$ cat src/rtl/hdr_red_merge.sv
// Merges the red-channel response values g(Z) of one pixel's exposures into a single log-radiance value.
// Latency: the last sample is accepted at edge T; m_valid rises after edge T+21 (T+1 for a zero-weight group). clk_en stalls add cycles one for one.
// Backpressure: s_ready is high only while accumulating; the result is held on m_valid until m_ready, and the next group is not accepted before then.
//
// Ports:
//   clk, rst_n (sync, active-low), clk_en (global stall)
//   s_valid/s_ready, s_pixel (Z), s_g (g(Z)), s_exp (exposure index), s_last : sample input
//   m_valid/m_ready, m_data (signed ln E), m_sat (zero total weight), m_ovf (too many samples) : result
module hdr_red_merge #(
    parameter int                 NUM_EXP = 3,
    parameter logic signed [11:0] LN_DT0  = 12'sd0,
    parameter logic signed [11:0] LN_DT1  = 12'sd256,
    parameter logic signed [11:0] LN_DT2  = 12'sd512
) (
    input  logic        clk,
    input  logic        rst_n,
    input  logic        clk_en,
    input  logic        s_valid,
    output logic        s_ready,
    input  logic [4:0]  s_pixel,
    input  logic [11:0] s_g,
    input  logic [1:0]  s_exp,
    input  logic        s_last,
    output logic        m_valid,
    input  logic        m_ready,
    output logic [13:0] m_data,
    output logic        m_sat,
    output logic        m_ovf
);

    typedef enum logic [1:0] {ACC, DIV, OUT} state_t;

    localparam int            CW      = $clog2(NUM_EXP + 1);
    localparam logic [CW-1:0] CNT_MAX = CW'(NUM_EXP);

    state_t state, state_nxt;

    // Accumulators for the group in progress
    logic signed [19:0] num;
    logic [5:0]         den;
    logic [CW-1:0]      cnt;
    logic               ovf;

    // Divider: dvd shifts the dividend out of its top while quotient bits enter at the bottom
    logic [19:0] dvd;
    logic [5:0]  rem;
    logic [4:0]  div_cnt;
    logic        neg;

    logic [3:0]         w;
    logic signed [11:0] ln_dt;
    logic signed [13:0] t;
    logic signed [17:0] p;
    logic               acc_fire, out_fire, take;
    logic signed [19:0] num_nxt;
    logic [5:0]         den_nxt;
    logic [CW-1:0]      cnt_nxt;
    logic               ovf_nxt;
    logic [19:0]        num_mag;
    logic [6:0]         shifted, diff;
    logic               q_bit;
    logic [5:0]         rem_nxt;
    logic [19:0]        quot;

    // Datapath for the incoming sample and one divider step
    always_comb begin
        // Hat weight: 31 - Z for Z >= 16 equals the inverted low nibble
        w = s_pixel[4] ? ~s_pixel[3:0] : s_pixel[3:0];
        case (s_exp)
            2'd0:    ln_dt = LN_DT0;
            2'd1:    ln_dt = LN_DT1;
            default: ln_dt = LN_DT2;
        endcase
        t = $signed({2'b00, s_g}) - $signed({{2{ln_dt[11]}}, ln_dt});
        p = $signed({14'd0, w}) * $signed({{4{t[13]}}, t});

        acc_fire = clk_en && s_valid && (state == ACC);
        out_fire = clk_en && m_valid && m_ready;
        // Samples beyond the accumulator capacity are consumed but ignored
        take     = (cnt < CNT_MAX);
        num_nxt  = take ? (num + $signed({{2{p[17]}}, p})) : num;
        den_nxt  = take ? (den + {2'b00, w}) : den;
        cnt_nxt  = take ? (cnt + CW'(1)) : cnt;
        ovf_nxt  = ovf | ~take;
        num_mag  = num_nxt[19] ? 20'(-num_nxt) : 20'(num_nxt);

        shifted  = {rem, dvd[19]};
        diff     = shifted - {1'b0, den};
        q_bit    = (shifted >= {1'b0, den});
        rem_nxt  = q_bit ? diff[5:0] : shifted[5:0];
        quot     = {dvd[18:0], q_bit};
    end

    // Next-state and input handshake
    always_comb begin
        state_nxt = state;
        s_ready   = clk_en && (state == ACC);
        case (state)
            ACC: if (acc_fire && s_last)
                     state_nxt = (den_nxt != 6'd0) ? DIV : OUT;
            DIV: if (clk_en && div_cnt == 5'd19)
                     state_nxt = OUT;
            OUT: if (out_fire)
                     state_nxt = ACC;
            default: state_nxt = ACC;
        endcase
    end

    always_ff @(posedge clk) begin
        if (!rst_n) state <= ACC;
        else        state <= state_nxt;
    end

    always_ff @(posedge clk) begin
        if (!rst_n) begin
            num     <= '0;
            den     <= '0;
            cnt     <= '0;
            ovf     <= 1'b0;
            dvd     <= '0;
            rem     <= '0;
            div_cnt <= '0;
            neg     <= 1'b0;
            m_valid <= 1'b0;
            m_data  <= '0;
            m_sat   <= 1'b0;
            m_ovf   <= 1'b0;
        end else if (clk_en) begin
            case (state)
                ACC: begin
                    if (acc_fire) begin
                        num <= num_nxt;
                        den <= den_nxt;
                        cnt <= cnt_nxt;
                        ovf <= ovf_nxt;
                        if (s_last) begin
                            m_ovf   <= ovf_nxt;
                            dvd     <= num_mag;
                            neg     <= num_nxt[19];
                            rem     <= '0;
                            div_cnt <= '0;
                            if (den_nxt == 6'd0) begin
                                m_data <= '0;
                                m_sat  <= 1'b1;
                            end else begin
                                m_sat  <= 1'b0;
                            end
                        end
                    end
                end
                DIV: begin
                    dvd     <= quot;
                    rem     <= rem_nxt;
                    div_cnt <= div_cnt + 5'd1;
                    // Magnitude never exceeds 6143, so the low 14 bits carry the full result
                    if (div_cnt == 5'd19)
                        m_data <= neg ? (14'd0 - quot[13:0]) : quot[13:0];
                end
                OUT: begin
                    // m_valid trails entry into OUT by one cycle
                    if (out_fire) begin
                        num     <= '0;
                        den     <= '0;
                        cnt     <= '0;
                        ovf     <= 1'b0;
                        m_valid <= 1'b0;
                    end else begin
                        m_valid <= 1'b1;
                    end
                end
                default: ;
            endcase
        end
    end

endmodule

$ cat config.mk
export PLATFORM = sky130hd
export DESIGN_NAME = hdr_red_merge
export DESIGN_NICKNAME = d
export VERILOG_FILES = /design/src/rtl/hdr_red_merge.sv
export SDC_FILE = /design/constraint.sdc
export NUM_CORES = 1
export LEC_CHECK = 0
export ABC_AREA = 1
export BUFFER_PORTS_ARGS = -buffer_cell sky130_fd_sc_hd__buf_4
export CAP_MARGIN = 0
export CORE_ASPECT_RATIO = 1.1
export CORE_MARGIN = 1.5
export CORE_UTILIZATION = 63
export DETAILED_ROUTE_END_ITERATION = 16
export PLACE_DENSITY = 0.78
export RECOVER_POWER = 50
export SETUP_SLACK_MARGIN = 0.2
export SYNTH_ARGS = -nofsm -noshare
export SYNTH_HDL_FRONTEND = slang
export SYNTH_SLANG_ARGS = --single-unit
$ cat constraint.sdc
create_clock -name clk -period 7.08 [get_ports clk]
set_input_delay 0.708 -clock clk [delete_from_list [all_inputs] [get_ports clk]]
set_output_delay 0.708 -clock clk [all_outputs]
set_load 0.02 [all_outputs]
# [Word level (Yosys, flattened, before mapping)]
# Cells that the tools add are included.
[classes] eq_ne=12 div_mod_pow=0 shifts=0 n_mux=40 n_lt_le_gt_ge=2 n_reduce_logical=20 mul=1 n_bitwise=3 n_addsub=8
[ops] operator="$mux 20" count=6
[ops] operator="$pmux 20 s2" count=2
[ops] operator="$mux 14" count=5
[ops] operator="$mux 6" count=6
[ops] operator="$pmux 14 s2" count=1
[ops] operator="$pmux 6 s2" count=2
[ops] operator="$add 20x18->20" count=1
[ops] operator="$neg 20->20" count=1
[ops] operator="$pmux 10 s2" count=1
[ops] operator="$mul 5x13->18" count=1
[ops] operator="$sub 1x14->14 const A" count=1
[ops] operator="$sub 12x10->13" count=1
[ops] operator="$mux 2" count=6
[ops] operator="$ne 2x2->1 const B" count=6
[ops] operator="$reduce_and 4->1" count=3
[ops] operator="$mux 5" count=2
[ops] operator="$pmux 5 s2" count=1
[ops] operator="$ge 7x6->1" count=1
[ops] operator="$logic_and 1x1->1" count=7
[ops] operator="$add 6x4->6" count=1
[ops] operator="$logic_not 6->1" count=1
[ops] operator="$pmux 2 s3" count=1
[ops] operator="$reduce_and 6->1" count=1
[ops] operator="$reduce_bool 6->1" count=1
[ops] operator="other kinds (20)" count=27
[totals] ramBits=0 n_memories=0 register_bits=80 output_inout_bits=18 latchBits=0 mem_bits_ro=0 wordCells=99

# [Logic depth before layout (Yosys ltp)]
# Gate-level depths: netlist of run 1.
[logic_depth] word_depth=11 mapped_depth=32 ltp_nobuf=32

# [Worst setup path before layout of run 1]
# OpenSTA, ideal clock, no wires.
[synth_path] kind="in2reg" startpoint="input s_exp[0]" endpoint="register dvd[13]" setup_slack_ns=1.620 stages=30 t_arrival_ns=5.331 setup_ns=0.128 t_required_ns=6.952 cell_sequence="inv_1 nor2_1 ha_1 inv_1 fa_1 nor3_1 inv_1 nor2_1 fa_1 fa_1 inv_1 fa_1 inv_1 ha_1 nand2_1 inv_1 nand2_1 nand2_1 a21oi_1 nand2_1 a21oi_1 nand2_1 nand3_1 nand2_2 buf_6 nand2_1 xor2_1 nand2_1 nand2_1 a21oi_1"
[synth_between] elab_chain_cells=11
[synth_rtl] element="start, declared" line_no="22" source="input logic [1:0] s_exp,"
[synth_rtl] element="$eq 2x1->1 / $logic_not 2->1 (equally long branches)" line_no="69" source="case (s_exp)"
[synth_rtl] element="$pmux 10 s2 (*)" line_no="69"
[synth_rtl] element="$sub 12x10->13 (*)" line_no="74" source="t = $signed({2'b00, s_g}) - $signed({{2{ln_dt[11]}}, ln_dt});"
[synth_rtl] element="$mul 5x13->18 (*)" line_no="75" source="p = $signed({14'd0, w}) * $signed({{4{t[13]}}, t});"
[synth_rtl] element="$add 20x18->20 (*)" line_no="81" source="num_nxt = take ? (num + $signed({{2{p[17]}}, p})) : num;"
[synth_rtl] element="$mux 20 (*)" line_no="81"
[synth_rtl] element="$neg 20->20" line_no="85" source="num_mag = num_nxt[19] ? 20'(-num_nxt) : 20'(num_nxt);"
[synth_rtl] element="$mux 20 (*)" line_no="85"
[synth_rtl] element="$mux 20 (*)" line_no="136" source="if (s_last) begin"
[synth_rtl] element="$mux 20 (*)" line_no="131" source="if (acc_fire) begin"
[synth_rtl] element="$pmux 20 s2 (*)" line_no="129" source="case (state)"
[synth_rtl] element="end signal, assigned" line_no="138" source="dvd <= num_mag;"
[synth_rtl] element="end signal, assigned" line_no="152" source="dvd <= quot;"
[synth_rtl] element="end, declared" line_no="45" source="logic [19:0] dvd;"
# Mark *: on every way between the ends. The rest lies on a longest branch, timed or not. The select of a mux whose other input is x is not followed.
# A chain may end at the register's enable or synchronous reset.

# [Worst setup path after layout of run 1]
[layout_path] startpoint="register state[0]" endpoint="register m_data[1]"
[layout_between] elab_chain_cells=4
[layout_rtl] element="start, declared" line_no="36" source="state_t state, state_nxt;"
[layout_rtl] element="start signal, assigned" line_no="111" source="else state <= state_nxt;"
[layout_rtl] element="$logic_not 2->1" line_no="77, 129"
[layout_rtl] element="$logic_and 1x1->1" line_no="77" source="acc_fire = clk_en && s_valid && (state == ACC);"
[layout_rtl] element="$ne 2x2->1 (no source line)"
[layout_rtl] element="$reduce_and 6->1 (no source line)"
[layout_rtl] element="end signal, assigned" line_no="157" source="m_data <= neg ? (14'd0 - quot[13:0]) : quot[13:0];"
[layout_rtl] element="end, declared" line_no="26" source="output logic [13:0] m_data,"
# Several ways; a longest one is shown, not always the timed one.

==> impl_metrics.ini, run 1 <==
[floorplanning]
ios = 43
core-area_um2 = 12000
die_h_um = 120
dieWidth_um = 109
initial_utilization = 0.647
row_count = 42
die_area_um2 = 13000

[worst_setup_path]
crit_arrival_ns = 6.20
end_kind = register
critPathLaunch = state[0]
worstSetupPathType = register to register
cp-start-kind = register
slowest_delay_ns = 1.30
cp_max_fo = 37
cpMostUsedCell = nor2_1
crit_path_cell_trace = nor2_1 -> inv_1 -> nor2_1 -> inv_1 -> nor2_1 -> nor2_1 -> inv_1 -> nand3_4 -> nor2_4 -> o211ai_1 -> a21oi_1
slowest_stage = nor2_1
r2r-start = state[0]
worstPathRequired_ns = 7.32
critPathBufInv = 3
crit_family = simple AND/OR/NAND/NOR gates

[timing]
worst_hold_slack_ns = 0.463
fin_crit_sh = 0.841
worstMarginPinSlew_ns = 1.87
setup-tns-final_ns = 0
slew_viol_final = 86
relSlewSlack = -0.248
max_freq_mhz = 168
fin_worst_skew_ns = 0.00782
rsz0062_at_grt = false
min_period_ns = 5.95
finalSetupViolCount = 0
hold_viol_final = 0

[global_routing]
grt_use_total = 0.292
grt_first_pass_wirelength_mm = 30.6
antenna_found_initial = 0
grt_pass1_vias = 6738
grt_max_degree = 60
grt_overflow = 0

[clock_tree]
cts.sinks = 80
clkLatencyLatePin_ns = 0.34
h-tree-depth = 3
clk_pin_slew_ns = 0.06
postCtsSetupBuffers = 0
cts_tree = done
clock_path_buffers = 2
cts-root-buf = clkbuf_16
numCtsBuffers = 9
ctsResizeCount = 0
ctsHoldBuffers = 0

[run_status]
violations = max-capacitance violations, max-slew violations
outcome = finished, violations left

[drt]
vias_per_cell = 5.26
first_iter_violations = 534
dr.pass1.iters = 5
wl_per_cell_um = 13.1
drc = 0
wl_mm = 17.9
via_count = 7188
ant_nets = 0

[power_and_ir_drop]
irDropWorstVdd_mv = 0.221
power.density_nw_per_um2 = 370
p_total_mw = 3.08
p_leak_nw = 4.18

[placement]
portBuffers = 42
gp_congestion = 0.916
hpwl_mm = 13.7

[synthesis]
yosys-top-cells-area = dfxtp_1, nand2_1, fa_1
synth.distinct_cells = 43
synth.largest_area_cell = dfxtp_1
yosysWarnings = 0
synth-edff-count = 0
synth_nets = 1316
synth_most_common_cell = nand2_1
avgSynthCellArea_um2 = 6.57
synth-main-ff-cell = dfxtp_1
ys_async_sr_fraction = 0
syn_inst = 1185
netlist_area_um2 = 7790
netlist.area_leader.share = 0.206
synth_common_cells = nand2_1, inv_1, nor2_1
seq_area_frac_synth = 0.206
ys_seq_elements = 80

[hold_path]
hold_start = m_data[8]
hp-class = register to register

[finish]
nets = 1340
n_antenna_cell = 0
area_delta_synth_final_pct = 6.89
drive_above_1_share = 0.0545

[job]
maxCapViolations = 2
==> where the power goes <==
group | internal [mW] | total (mW) | switching (mW)
Combinational | 0.709 | 2.07 | 1.36
Clock | 0.243 | 0.418 | 0.175
Sequential | 0.516 | 0.594 | 0.0787
Total | 1.47 | 3.08 | 1.61
==> layout make-up <==
cell class                      instances  area [um^2]
Multi-Input combinational cell        851         5170
Fill cell                            1104         3710
Sequential cell                        80         1600
Inverter                              219          822
Timing Repair Buffer                   48          285
Clock buffer                           13          250
Tap cell                              154          193
Clock inverter                          1         5.00
==> layer usage <==
| layer | up-vias | wire length, um | global-route usage |
|---|---|---|---|
| met3 | 32 | 716 | 0.0348 |
| met1 | 3242 | 8200 | 0.382 |
| met2 | 148 | 8570 | 0.498 |
| met5 | - | 0 | 0 |
| met4 | 0 | 390 | 0.0929 |
| li1 | 3766 | - | - |
==> tightest hold or removal path, stage by stage (launching register included) <==
cell     delay [ns]
dfxtp_1        0.30
nand2_1        0.06
a21oi_1        0.05
==> sequential cells by signal, indices dropped and copies added (netlist names) <==
register	flops
cnt	2
den	6
div_cnt	5
dvd	20
m_data	14
m_ovf	1
m_sat	1
m_valid	1
neg	1
num	20
ovf	1
rem	6
state	2
==> cells in the final DEF, fill, tap and decap left out, drive strengths merged <==
cell	count
nand2	288
inv	219
nor2	117
a21oi	99
nand3	91
dfxtp	80
o21ai	57
ha	56
fa	50
clkbuf	33
buf	28
or2	15
nor3	14
xor2	12
xnor2	11
nand4	8
o211ai	6
o22ai	4
o21a	3
nor4	3
nand3b	3
a211oi	2
and2	2
a22oi	2
nor3b	2
a21boi	1
mux2i	1
a2111oi	1
nor2b	1
o21bai	1
and3	1
clkinv	1
==> per-stage QoR <==
step / instance area [um^2] / worst slack (ns) / std cells / utilization
2_1_floorplan: 7790 / 1.62 / 1185 / -
3_3_place_gp: 8170 / 0.912 / 1352 / 0.679
3_5_place_dp: 8170 / 0.823 / 1352 / 0.679
4_1_cts: 8420 / 1.17 / 1366 / 0.700
5_1_grt: 8320 / 0.452 / 1366 / 0.692
6_report: 8320 / 1.13 / 1366 / 0.692
==> logic make-up after synthesis <==
kind of cell | synth area share
buffers and inverters | 0.128
AND/OR/NAND/NOR | 0.301
AO/OA/AOI/OAI | 0.121
XOR/XNOR | 0.0259
flip-flops | 0.206
multiplexers | 0.00129
adder cells (fa/ha/maj) | 0.219
==> worst paths after layout <==
path,depth (start not counted),to,slack [ns]
max,11,m_data[1],1.13
min,2,m_data[8],0.46
min reg2reg,2,m_data[8],0.46
max reg2reg,11,m_data[1],1.13
(Power assumes the default switching activity.)
==> run 2, diff against run 1 <==
--- a/config.mk
+++ b/config.mk
@@ -10,9 +10,9 @@
 export CAP_MARGIN = 0
 export CORE_ASPECT_RATIO = 1.1
 export CORE_MARGIN = 1.5
-export CORE_UTILIZATION = 63
+export CORE_UTILIZATION = 57
 export DETAILED_ROUTE_END_ITERATION = 16
-export PLACE_DENSITY = 0.78
+export PLACE_DENSITY = 0.74
 export RECOVER_POWER = 50
 export SETUP_SLACK_MARGIN = 0.2
 export SYNTH_ARGS = -nofsm -noshare
==> constraint.sdc (replaced) <==
create_clock -name clk -period 5.3 [get_ports clk]
set_input_delay 0.53 -clock clk [delete_from_list [all_inputs] [get_ports clk]]
set_output_delay 0.53 -clock clk [all_outputs]
set_load 0.02 [all_outputs]
==> impl_metrics.ini, run 2 (same netlist as run 1, synthesis figures left out) <==
[run_status]
outcome = finished, violations left
violations = max-capacitance violations, max-slew violations

[global_routing]
antenna_found_initial = 0
grt_pass1_vias = 7009
grt_first_pass_wirelength_mm = 31.4
grt_overflow = 0
grt_use_total = 0.268
grt_max_degree = 60

[drt]
wl_per_cell_um = 13.4
wl_mm = 19.5
drc = 0
via_count = 7593
vias_per_cell = 5.23
first_iter_violations = 489
dr.pass1.iters = 5
ant_nets = 0

[power_and_ir_drop]
p_total_mw = 5.34
cellInternalPower_mw = 2.68
p_leak_nw = 4.57
comb_power_share = 0.731
irDropWorstVdd_mv = 0.345
p_sw_mw = 2.66
swShare = 0.498
seqPwrFrac = 0.149
clockPowerShare = 0.121
power.density_nw_per_um2 = 573

[timing]
fin_worst_skew_ns = 0.00639
min_period_ns = 5.11
slew_viol_final = 86
fin_crit_sh = 0.964
max_freq_mhz = 196
hold_viol_final = 0
fin_ws_ns = 0.193
relSlewSlack = -0.280
finalSetupViolCount = 0
worstMarginPinSlew_ns = 1.92
rsz0062_at_grt = true

[placement]
hpwl_mm = 14.0
dp.cells = 1427
portBuffers = 42
gp_congestion = 0.925
placedInstanceArea_um2 = 8560
place_ws_ns = -0.214

[clock_tree]
cts_tree = done
h-tree-depth = 3
clk_pin_slew_ns = 0.06
cts.sinks = 80
clock_path_buffers = 2
numCtsBuffers = 9
cts-root-buf = clkbuf_16
ctsHoldBuffers = 0
clkLatencyLatePin_ns = 0.35

[hold_path]
hp-class = register to register

[floorplanning]
ios = 43
row_count = 44
die_h_um = 126
dieWidth_um = 114
die_area_um2 = 14400
initial_utilization = 0.587
core-area_um2 = 13300

[finish]
drive_above_1_share = 0.175
nets = 1395
n_antenna_cell = 0
design_area_um2 = 9330
final_cells = 1453
layout_common_cells = nand2_1, inv_1, nor2_1
final_common_cell = nand2_1
reg_top3 = dvd x20, num x20, m_data x14
area_delta_synth_final_pct = 19.8

[worst_setup_path]
slowest_stage = fa_1
cp_max_fo = 4
cp-start-kind = input port
worstSetupPathType = input port to register
worstPathRequired_ns = 5.44
end_kind = register
crit_arrival_ns = 5.25
slowest_delay_ns = 0.52

[job]
maxCapViolations = 2
run 2: changes by cell type in the layout (fill, tap and decap cells not counted), sizes merged:
| cell | previous run | this run |
|---|---|---|
| buf | 28 | 85 |
| bufinv | 0 | 1 |
| clkbuf | 33 | 32 |
| clkinv | 1 | 0 |
| clkinvlp | 0 | 1 |
run 2: final cells by class:
class,count,area (um^2)
tap,184,230
multi-input combinational,851,5630
fill,1120,3940
sequential,80,1600
timing repair buffer,103,743
clock inverter,2,37.5
clock buffer,14,264
inverter,219,822
run 2: path summary, 6_finish.rpt:
path         startpoint        end  slack (ns)  cells past startpoint
min           m_data[4]  m_data[4]        0.46                      2
max reg2reg    state[0]  m_data[1]        0.50                     11
max            s_exp[0]    dvd[17]        0.19                     33
min reg2reg   m_data[4]  m_data[4]        0.46                      2
run 2: metal layers:
layer  routed length [um]  track usage  vias up  part of all wire
met4                  431       0.0809        0             0.022
met5                    0            0        -                 0
met3                  752       0.0257       34             0.039
met2                 9540        0.463      174              0.49
met1                 8750        0.352     3503              0.45
li1                     -            -     3882                 -
run 2: power by group through the flow:
stage / Combinational, mW / Clock (mW) / Sequential (mW)
3_3_place_gp: 3.07 / 0 / 0.802
3_5_place_dp: 3.11 / 0 / 0.803
5_1_grt: 4.37 / 0.676 / 0.805
4_1_cts: 3.14 / 0.649 / 0.790
2_1_floorplan: 2.20 / 0 / 0.770
6_report: 3.90 / 0.645 / 0.794
run 2: through the flow:
stage                     TNS [ns]  utilization  hold WS, ns
after floorplan                  0            -        0.445
after global placement      -0.647        0.645        0.453
after detailed placement     -1.29        0.645        0.456
after CTS                        0        0.669        0.466
after global routing       -0.0978        0.703        0.477
final                            0        0.703        0.465
run 2: critical path: cells and delay by family:
kind / cells / cell delay (ns)
AND/OR/NAND/NOR: 16 / 1.60
AO/OA/AOI/OAI: 1 / 0.06
buffers and inverters: 10 / 0.71
adder cells (fa/ha/maj): 6 / 2.36
run 2: what timing repair did:
action / 4_1_cts / 5_1_grt
gates cloned: 0 / 2
pin swaps: 0 / 54
endpoints found under the setup margin: 2 / 22
resized for setup: 3 / 126
buffers inserted: 0 / 8
